[config.mk]
export PLATFORM = sky130hd
export DESIGN_NAME = sipo_word_collector_flat
export DESIGN_NICKNAME = d
export VERILOG_FILES = /design/src/rtl/reg_pkg.sv /design/src/rtl/sipo_word_collector_if.sv /design/src/rtl/sipo_bit_counter.sv /design/src/rtl/sipo_word_collector.sv /design/src/flat_wrapper.sv
export SDC_FILE = /design/constraint.sdc
export NUM_CORES = 1
export LEC_CHECK = 0
export ABC_AREA = 1
export CORE_MARGIN = 3
export CORE_UTILIZATION = 46
export DETAILED_ROUTE_END_ITERATION = 8
export PLACE_DENSITY = 0.8
export REMOVE_ABC_BUFFERS = 1
export SLEW_MARGIN = 20
export SYNTH_ARGS = -nofsm -noshare
export SYNTH_HDL_FRONTEND = slang
export SYNTH_SLANG_ARGS = --single-unit
[constraint.sdc]
create_clock -name clk -period 1.4 [get_ports clk]
set_input_delay 0.28 -clock clk [delete_from_list [all_inputs] [get_ports clk]]
set_output_delay 0.28 -clock clk [all_outputs]
set_load 0.05 [all_outputs]
[src/rtl/reg_pkg.sv]
// Shared definitions for the serial-in, parallel-out word collector.
//   DATA_W        default bits per word
//   hold_state_t  states of the output holding register
//   place_index   word bit position that receives the n-th serial bit
package reg_pkg;

  localparam int DATA_W = 4;

  typedef enum logic {
    EMPTY = 1'b0,
    FULL  = 1'b1
  } hold_state_t;

  // Position of the bit accepted while cnt bits are already in the word.
  function automatic int unsigned place_index(input int unsigned cnt,
                                              input int unsigned width,
                                              input bit          lsb_first);
    if (lsb_first) begin
      return cnt;
    end else begin
      return width - 32'd1 - cnt;
    end
  endfunction

endpackage

[src/rtl/sipo_word_collector_if.sv]
// Valid/ready word port of the SIPO word collector.
//   out_data   completed word, stable while out_valid=1
//   out_valid  holding register occupied
//   out_ready  consumer takes the word on an edge where out_valid=1
// master: collector side, slave: consumer side.
interface sipo_word_collector_if
  import reg_pkg::*;
#(
  parameter int WIDTH = DATA_W
);

  logic [WIDTH-1:0] out_data;
  logic             out_valid;
  logic             out_ready;

  modport master (
    output out_data,
    output out_valid,
    input  out_ready
  );

  modport slave (
    input  out_data,
    input  out_valid,
    output out_ready
  );

endinterface

[src/rtl/sipo_bit_counter.sv]
// Modulo-WIDTH bit counter for the SIPO word collector.
//   clk, reset_n  clock, asynchronous active-low reset
//   clear         synchronous return to 0, wins over en
//   en            count one accepted bit
//   cnt           bits accepted into the current partial word
//   wrap          this edge accepts the last bit of a word
module sipo_bit_counter
  import reg_pkg::*;
#(
  parameter int WIDTH = DATA_W,
  parameter int CW    = $clog2(WIDTH)
) (
  input  logic          clk,
  input  logic          reset_n,
  input  logic          clear,
  input  logic          en,
  output logic [CW-1:0] cnt,
  output logic          wrap
);

  logic [CW-1:0] cnt_r;
  logic          at_last_s;

  assign at_last_s = (cnt_r == CW'(WIDTH - 1));
  // Combinational so the holding register can load on the completing edge.
  assign wrap      = en && !clear && at_last_s;
  assign cnt       = cnt_r;

  // Counter state: clear, wrap at WIDTH-1, otherwise advance on enable.
  always_ff @(posedge clk or negedge reset_n) begin
    if (!reset_n) begin
      cnt_r <= {CW{1'b0}};
    end else if (clear) begin
      cnt_r <= {CW{1'b0}};
    end else if (en) begin
      if (at_last_s) begin
        cnt_r <= {CW{1'b0}};
      end else begin
        cnt_r <= cnt_r + CW'(1);
      end
    end else begin
      cnt_r <= cnt_r;
    end
  end

endmodule

[src/rtl/sipo_word_collector.sv]
// Serial-in, parallel-out word collector with a one-word holding register.
//   clk, reset_n  clock, asynchronous active-low reset
//   shift_en, sin serial bit and its qualifier
//   clear         drops the partial word and clears overrun
//   out_if        valid/ready word port (master side)
//   bit_cnt       bits accepted into the current partial word
//   overrun       sticky: a completed word found the holding register full
module sipo_word_collector
  import reg_pkg::*;
#(
  parameter  int WIDTH     = DATA_W,
  parameter  int LSB_FIRST = 1,
  localparam int CW        = $clog2(WIDTH)
) (
  input  logic                         clk,
  input  logic                         reset_n,
  input  logic                         shift_en,
  input  logic                         sin,
  input  logic                         clear,
  sipo_word_collector_if.master        out_if,
  output logic [CW-1:0]                bit_cnt,
  output logic                         overrun
);

  logic [CW-1:0]    cnt_s;
  logic             wrap_s;
  logic [CW-1:0]    idx_s;
  logic [WIDTH-1:0] sreg_r;
  logic [WIDTH-1:0] next_sreg_s;
  logic [WIDTH-1:0] data_r;
  logic             valid_r;
  logic             overrun_r;
  hold_state_t      state_r;

  sipo_bit_counter #(
    .WIDTH (WIDTH),
    .CW    (CW)
  ) u_bit_counter (
    .clk     (clk),
    .reset_n (reset_n),
    .clear   (clear),
    .en      (shift_en),
    .cnt     (cnt_s),
    .wrap    (wrap_s)
  );

  // Bit position for the incoming serial bit.
  always_comb begin
    idx_s = CW'(place_index(32'(cnt_s), WIDTH, LSB_FIRST != 0));
  end

  // Partial word with the current bit merged in; on a wrap this is the
  // complete word, so the holding register sees the last bit without delay.
  always_comb begin
    next_sreg_s        = sreg_r;
    next_sreg_s[idx_s] = sin;
  end

  // Partial-word shift register; emptied after a completed word or clear.
  always_ff @(posedge clk or negedge reset_n) begin
    if (!reset_n) begin
      sreg_r <= {WIDTH{1'b0}};
    end else if (clear || wrap_s) begin
      sreg_r <= {WIDTH{1'b0}};
    end else if (shift_en) begin
      sreg_r <= next_sreg_s;
    end else begin
      sreg_r <= sreg_r;
    end
  end

  // Holding-register FSM with the sticky overrun flag.
  always_ff @(posedge clk or negedge reset_n) begin
    if (!reset_n) begin
      state_r   <= EMPTY;
      valid_r   <= 1'b0;
      data_r    <= {WIDTH{1'b0}};
      overrun_r <= 1'b0;
    end else begin
      // wrap_s is already suppressed by clear, so clear never drops a word.
      if (clear) begin
        overrun_r <= 1'b0;
      end else if (wrap_s && (state_r == FULL) && !out_if.out_ready) begin
        overrun_r <= 1'b1;
      end else begin
        overrun_r <= overrun_r;
      end

      case (state_r)
        EMPTY: begin
          if (wrap_s) begin
            state_r <= FULL;
            valid_r <= 1'b1;
            data_r  <= next_sreg_s;
          end else begin
            state_r <= EMPTY;
            valid_r <= 1'b0;
          end
        end
        FULL: begin
          if (out_if.out_ready) begin
            if (wrap_s) begin
              // Old word leaves as the new one arrives: stay FULL.
              data_r <= next_sreg_s;
            end else begin
              state_r <= EMPTY;
              valid_r <= 1'b0;
            end
          end else begin
            // Word held; any completion here is dropped (overrun above).
            state_r <= FULL;
            valid_r <= 1'b1;
          end
        end
        default: begin
          state_r <= EMPTY;
          valid_r <= 1'b0;
        end
      endcase
    end
  end

  assign out_if.out_data  = data_r;
  assign out_if.out_valid = valid_r;
  assign bit_cnt          = cnt_s;
  assign overrun          = overrun_r;

endmodule

[src/flat_wrapper.sv]
// flat-port wrapper written by rule: the top's interface ports become plain ports
module sipo_word_collector_flat import reg_pkg::*;
#(
  parameter  int WIDTH     = DATA_W,
  parameter  int LSB_FIRST = 1,
  localparam int CW        = $clog2(WIDTH)
)
  (clk, reset_n, shift_en, sin, clear, bit_cnt, overrun, out_if_out_data, out_if_out_valid, out_if_out_ready);
  sipo_word_collector_if #(.WIDTH(WIDTH)) out_if_i ();
  input  logic clk;
  input  logic reset_n;
  input  logic shift_en;
  input  logic sin;
  input  logic clear;
  output logic [CW-1:0] bit_cnt;
  output logic overrun;
  output wire logic [$bits(out_if_i.out_data)-1:0] out_if_out_data;
  output wire logic [$bits(out_if_i.out_valid)-1:0] out_if_out_valid;
  input wire logic [$bits(out_if_i.out_ready)-1:0] out_if_out_ready;
  assign out_if_out_data = out_if_i.out_data;
  assign out_if_out_valid = out_if_i.out_valid;
  assign out_if_i.out_ready = out_if_out_ready;
  sipo_word_collector #(.WIDTH(WIDTH), .LSB_FIRST(LSB_FIRST)) u_core (.clk(clk), .reset_n(reset_n), .shift_en(shift_en), .sin(sin), .clear(clear), .out_if(out_if_i), .bit_cnt(bit_cnt), .overrun(overrun));
endmodule
; ---- Word level (Yosys, flattened, before mapping)
; Cells that the tools add are included.
[word_totals]
regBits = 13
inputBits = 6
output_inout_bits = 8
wordCells = 43
[op_classes]
n_addsub = 1
n_lt_le_gt_ge = 2
n_eq_ne = 3
muxes = 19
bitwise = 1
reduce_logical = 11
[ops]
columns = operator, n
row1 = two-way mux 4 bit, 4
row2 = case mux 4 bit (2 select lines), 1
row3 = two-way mux 1 bit, 7
row4 = two-way mux 2 bit, 3
row5 = nonzero test 2 bit, 3
row6 = logical AND 1 bit, 5
row7 = bitwise mux 4 bit, 1
row8 = case mux 1 bit (2 select lines), 2
row9 = < comparator 2 x 3 -> 1 bit (second input constant), 1
row10 = inequality test 3 bit (second input constant), 1
row11 = adder 2 x 1 -> 2 bit (second input constant), 1
row12 = demux 1 bit (select 2 bit), 1
row13 = == test 2 bit (second input constant), 1
row14 = greater-or-equal comparator 2 x 1 -> 1 bit (second input constant), 1
row15 = zero test 1 bit, 2
row16 = inequality test 2 bit (second input constant), 1
row17 = logical OR 1 bit, 1
row18 = NOT 1 bit, 1

; ---- Logic depth before layout (Yosys ltp)
[logic_depth]
depth_word = 8
depth_mapped = 6
depth_no_buf = 6

; ---- Cells and area by module
; A second synthesis with hierarchy kept.
[unflattened]
cells_unflattened = 82
area_unflattened_um2 = 614.3
[by_module_without_submodules]
columns = module, n_inst, cells_each, area_each_um2, seq_area_each_um2
row1 = sipo_word_collector, 1, 68, 504.2, 275.3
row2 = sipo_bit_counter, 1, 14, 110.1, 50.0

; ---- Worst setup path after synthesis
; OpenSTA, ideal clock, no wires.
[synth_timing]
path_type = reg-to-reg
startpoint = register u_core.u_bit_counter.cnt_r[0], in the netlist u_core.u_bit_counter.cnt[0]
endpoint = register u_core.data_r[0], in the netlist u_core.out_if.out_data[0]
setup_time_ps = 65
arrival_ps = 1363
t_required_ps = 1335
setup_slack_ps = -28
stages_incl_launch_ff = 6
n_path_buf = 0
synth_period_minus_slack_ps = 1428
path_cell_list = dfrtp_1 ha_1 nand3_2 nor2_4 nand2_1 nand2_1
[synth_between]
elab_chain_len = 8
word_cells_on_any_way = 11
cone_classes = 2 x order compare / 1 x eq/ne / 6 x mux / 2 x reduce/logical
[synth_lines]
columns = element, line
row1 = start: declaration, sipo_bit_counter.sv:21  ; logic [CW-1:0] cnt_r;
row2 = start signal: assignment, sipo_bit_counter.sv:32  ; cnt_r <= {CW{1'b0}};
row3 = start signal: assignment, sipo_bit_counter.sv:34  ; cnt_r <= {CW{1'b0}};
row4 = start signal: assignment, sipo_bit_counter.sv:37  ; cnt_r <= {CW{1'b0}};
row5 = < comparator 2 x 3 -> 1 bit (not written as such) or greater-or-equal comparator 2 x 1 -> 1 bit (tied branches), sipo_word_collector.sv:56  ; next_sreg_s[idx_s] = sin;
row6 = logical AND 1 bit (not written as such), sipo_word_collector.sv:56
row7 = two-way mux 1 bit (not written as such), sipo_word_collector.sv:56
row8 = demux 1 bit (select 2 bit), n/a
row9 = bitwise mux 4 bit, sipo_word_collector.sv:56
row10 = two-way mux 4 bit *, "sipo_word_collector.sv:91, sipo_word_collector.sv:102"
row11 = two-way mux 4 bit, sipo_word_collector.sv:101  ; if (out_if.out_ready) begin
row12 = case mux 4 bit (2 select lines) *, sipo_word_collector.sv:89  ; case (state_r)
row13 = end signal: assignment, sipo_word_collector.sv:77  ; data_r <= {WIDTH{1'b0}};
row14 = end signal: assignment, sipo_word_collector.sv:94  ; data_r <= next_sreg_s;
row15 = end signal: assignment, sipo_word_collector.sv:104  ; data_r <= next_sreg_s;
row16 = end: declaration, sipo_word_collector.sv:30  ; logic [WIDTH-1:0] data_r;
; Every way passes the cells marked *; elsewhere a longest branch is shown, timed or not. The select of a mux whose other input is x is not followed.
; A chain may end at the register's enable or synchronous reset.

; ---- Worst setup path after layout
[layout_timing]
startpoint = register u_core.u_bit_counter.cnt_r[0], in the netlist u_core.u_bit_counter.cnt[0]
endpoint = register u_core.sreg_r[1]
[layout_between]
elab_chain_len = 7
word_cells_on_any_way = 12
cone_classes = 2 x order compare / 1 x eq/ne / 5 x mux / 4 x reduce/logical
[layout_lines]
columns = element, line
row1 = < comparator 2 x 3 -> 1 bit (not written as such) or greater-or-equal comparator 2 x 1 -> 1 bit (tied branches), sipo_word_collector.sv:56
row2 = logical AND 1 bit (not written as such), sipo_word_collector.sv:56
row3 = two-way mux 1 bit (not written as such), sipo_word_collector.sv:56
row4 = demux 1 bit (select 2 bit), n/a
row5 = bitwise mux 4 bit, sipo_word_collector.sv:56
row6 = two-way mux 4 bit, sipo_word_collector.sv:65  ; end else if (shift_en) begin
row7 = two-way mux 4 bit, sipo_word_collector.sv:63  ; end else if (clear || wrap_s) begin
row8 = end signal: assignment, sipo_word_collector.sv:62  ; sreg_r <= {WIDTH{1'b0}};
row9 = end signal: assignment, sipo_word_collector.sv:64  ; sreg_r <= {WIDTH{1'b0}};
row10 = end signal: assignment, sipo_word_collector.sv:66  ; sreg_r <= next_sreg_s;
row11 = end: declaration, sipo_word_collector.sv:28  ; logic [WIDTH-1:0] sreg_r;
; Several ways; a longest one is shown, not always the timed one. The select of a mux whose other input is x is not followed.

==> results.txt <==
----------------------------------------------------
[Run status]
  Result of the run ... finished clean

[Detailed routing]
  Post-detailed-route wirelength per cell ... 11.6 µm
  Detailed-routing iteration count for the pre-antenna-repair pass ... 4
  DRC marker count from the first detailed-route iteration ... 18
  Post-route antenna net violation count ... 0
  Routed wire length ... 1240 µm
  Remaining design rule violation count ... 0
  Routed vias ... 542
  Routed vias/inst ... 5.07

[Flow run]
  Max Cap Violations ... 0

[Layout]
  Fraction of final layout cells sized beyond drive strength 1 ... 0.194
  Number of antenna repair diodes ... 0
  Commonest cells after routing, fill and taps aside ... 26 x sky130_fd_sc_hd__nand2_1, 11 x sky130_fd_sc_hd__inv_1, 11 x sky130_fd_sc_hd__o21ai_0, 11 x sky130_fd_sc_hd__dfrtp_1, 8 x sky130_fd_sc_hd__buf_12
  Synth-to-layout area growth ... 43.7%
  Number of nets at the end of the flow ... 104
  Most frequent standard cell in the layout excluding fill and tap cells ... sky130_fd_sc_hd__nand2_1
  Non-filler cells, final ... 107

[Worst setup path]
  CP Max Fanout ... 6
  Library cell contributing the largest single delay on the critical path ... sky130_fd_sc_hd__dfrtp_2
  Launching instance or port of the critical path ... u_core.u_bit_counter.cnt[0]$_DFFE_PN0P_
  Path length in cells of the critical path ... 4
  Worst setup path end ... u_core.sreg_r[1]$_DFFE_PN0P_
  Max incr delay on CP ... 460 ps
  Cells traversed along the worst timing path ... ha_1 -> nor2_1 -> nand2_1 -> o21ai_0
  Worst path required time ... 1570 ps
  Cell family contributing the most delay on the critical path ... flip-flops
  Signal arrival time at the worst endpoint ... 1480 ps
  Critical Path Source Type ... register
  Critical path capture point type ... register
  Buffering stage count on the worst path with inverters included ... 0
  Number of cells on the worst reg-to-reg path ... 4
  Reg-to-reg startpoint ... u_core.u_bit_counter.cnt[0]$_DFFE_PN0P_
  Capture point of the worst reg-to-reg path ... u_core.sreg_r[1]$_DFFE_PN0P_
  Register-to-register path setup slack ... 90 ps
  Critical path class ... reg2reg

[Power and ir drop]
  VDD IR max ... 0.000742 V
  Total power per unit cell area ... 924 nW/µm²
  Internal Power ... 0.000587 W
  Switching pwr ... 0.000238 W
  Share of power burned in combinational logic ... 0.225
  Fraction of power consumed by sequential logic ... 0.501
  Switching share of power ... 0.289
  Clk pwr share ... 0.275
  Leakage ... 0.442 nW

[Worst hold path]
  Type of the most critical hold path ... in2async

[CTS]
  Postcts setup bufs ... 0
  Sinks on the clock net ... 13
  Resized cells post-CTS ... 0
  Source-to-sink clock delay at the later pin of the worst-skew pair ... 270 ps
  Clock transition at the registers of the reported paths ... 80 ps
  Root buf cell ... sky130_fd_sc_hd__clkbuf_4
  Number of levels the H-tree was split into ... 1
  Number of hold-repair buffers added at the cts stage ... 0
  TritonCTS clock tree ... built
  Worst-case clock buffer depth ... 2
  Number of clock buffers inserted by TritonCTS ... 3

[Placement]
  Worst slack after detailed placement ... -16.0 ps
  Number of placed instances with taps included ... 103
  Detailed Place HPWL ... 959 µm
  Final weighted congestion in routability-driven placement ... 0.776
  Port-buffer cells ... 13

[Yosys]
  Share of Yosys cell area claimed by the top area cell type ... 0.523
  Synthesized instance count ... 74
  Total number of yosys warnings ... 0
  Average size of a mapped cell ... 8.40 µm²
  Top area cells in the synthesized netlist ... sky130_fd_sc_hd__dfrtp_1 52%, sky130_fd_sc_hd__nand2_1 16%, sky130_fd_sc_hd__o21ai_0 8.9%
  Sequential fraction of the synthesis area ... 0.523
  Synthesized flop and latch total ... 13
  Netlist Area Pre-Place ... 622 µm²
  Synth area leader ... sky130_fd_sc_hd__dfrtp_1
  Distinct cells, synth ... 10

[STA]
  Final number of hold-violating endpoints ... 0
  Final setup fails ... 0
  Achievable clock frequency ... 0.761 GHz
  Fin. max-slew vios ... 0
  Tightest hold margin ... 310 ps
  Setup_tns ... 0 ps
  Clock period minus worst slack ... 1310 ps
  Setup repair after global routing missed its margin ... no
  Worst Slack Setup Final ... 85.7 ps
  Tcrit/Tclk final ... 0.939
  Worst slew pin tran ... 249 ps
  Worst slew margin relative to its limit ... 0.832
  Clock Skews ... 4.98 ps

[Global route]
  Congestion Overflow GR ... 0
  Vias in the first global route ... 532
  First-pass GRT wire length ... 2230 µm
  Number of antenna violations at the first check in global routing ... 0
  Combined global-route utilization of all metal layers ... 0.160
  Pin count of the biggest net entering global routing ... 14

[Die]
  Row Count ... 12
  I/O Pins ... 14
  Floorplan die width ... 42.8 µm
  Initial Utilization ... 0.524
  Die height ... 42.8 µm
  Total Die Area ... 1830 µm²
  Area of the core ... 1190 µm²

----------------------------------------------------
[power groups by stage]
stage / clock [W] / combinational, W / sequential, W
6_report: 0.000227 / 0.000186 / 0.000413
5_1_grt: 0.000253 / 0.000201 / 0.000417
4_1_cts: 0.000230 / 0.000185 / 0.000413
3_5_place_dp: 0 / 0.000184 / 0.000420
3_3_place_gp: 0 / 0.000180 / 0.000419
2_1_floorplan: 0 / 0.0000435 / 0.000458
[registers in the layout, summed over array words and instances, names as in the netlist]
register,count
u_core.sreg_r,4
u_core.overrun,1
u_core.u_bit_counter.cnt,2
u_core.state_r,1
u_core.out_if.out_data,4
u_core.out_if.out_valid,1
[routing by layer]
layer	vias to the layer above	part of all wire	global-route usage
met3	2	0.057	0.0297
li1	267	-	-
met1	250	0.43	0.201
met2	23	0.50	0.263
met4	0	0.011	0.0745
met5	-	0	0
[worst reg2reg max path, cell delays in order (launching register included)]
cell and delay, ps:
sky130_fd_sc_hd__dfrtp_2 460, sky130_fd_sc_hd__ha_1 290, sky130_fd_sc_hd__nor2_1 240, sky130_fd_sc_hd__nand2_1 110, sky130_fd_sc_hd__o21ai_0 120
[kinds of logic after synthesis]
family / Yosys count / share of synthesized area
flops: 13 / 0.523
simple gates: 35 / 0.241
fa+ha+maj: 4 / 0.0805
compound gates: 11 / 0.0885
buf+inv: 11 / 0.0664
[worst min path at each step]
stage / from / end / slack (ps)
final: reset_n / u_core.out_if.out_data[3]$_DFFE_PN0P_ / 310
after global routing: reset_n / u_core.out_if.out_valid$_DFFE_PN0P_ / 320
after CTS: reset_n / u_core.out_if.out_data[3]$_DFFE_PN0P_ / 310
after detailed placement: u_core.sreg_r[3]$_DFFE_PN0P_ / u_core.sreg_r[3]$_DFFE_PN0P_ / 490
after global placement: u_core.sreg_r[3]$_DFFE_PN0P_ / u_core.sreg_r[3]$_DFFE_PN0P_ / 490
after floorplan: reset_n / u_core.out_if.out_data[0]$_DFFE_PN0P_ / -20
[Yosys cell counts]
master / n
sky130_fd_sc_hd__nand3_2: 1
sky130_fd_sc_hd__ha_1: 4
sky130_fd_sc_hd__nor2_2: 1
sky130_fd_sc_hd__o21ai_0: 11
sky130_fd_sc_hd__nor2_1: 4
sky130_fd_sc_hd__nand2_1: 26
sky130_fd_sc_hd__nand3_1: 2
sky130_fd_sc_hd__inv_1: 11
sky130_fd_sc_hd__dfrtp_1: 13
sky130_fd_sc_hd__nor2_4: 1
[through the flow]
stage / area [µm²] / utilization / power (W)
2_1_floorplan: 622 / - / 0.000501
3_3_place_gp: 865 / 0.729 / 0.000600
3_5_place_dp: 865 / 0.729 / 0.000605
4_1_cts: 891 / 0.751 / 0.000829
5_1_grt: 893 / 0.753 / 0.000870
6_report: 893 / 0.753 / 0.000826
[final cells by class]
type	instances	area, µm²
multi-input combinational	50	255
fill	78	293
tap	14	17.5
sequential	13	328
inverter	11	41.3
timing repair buffer	15	225
clock buffer	4	26.3
Power figures use the tool's default switching activity.
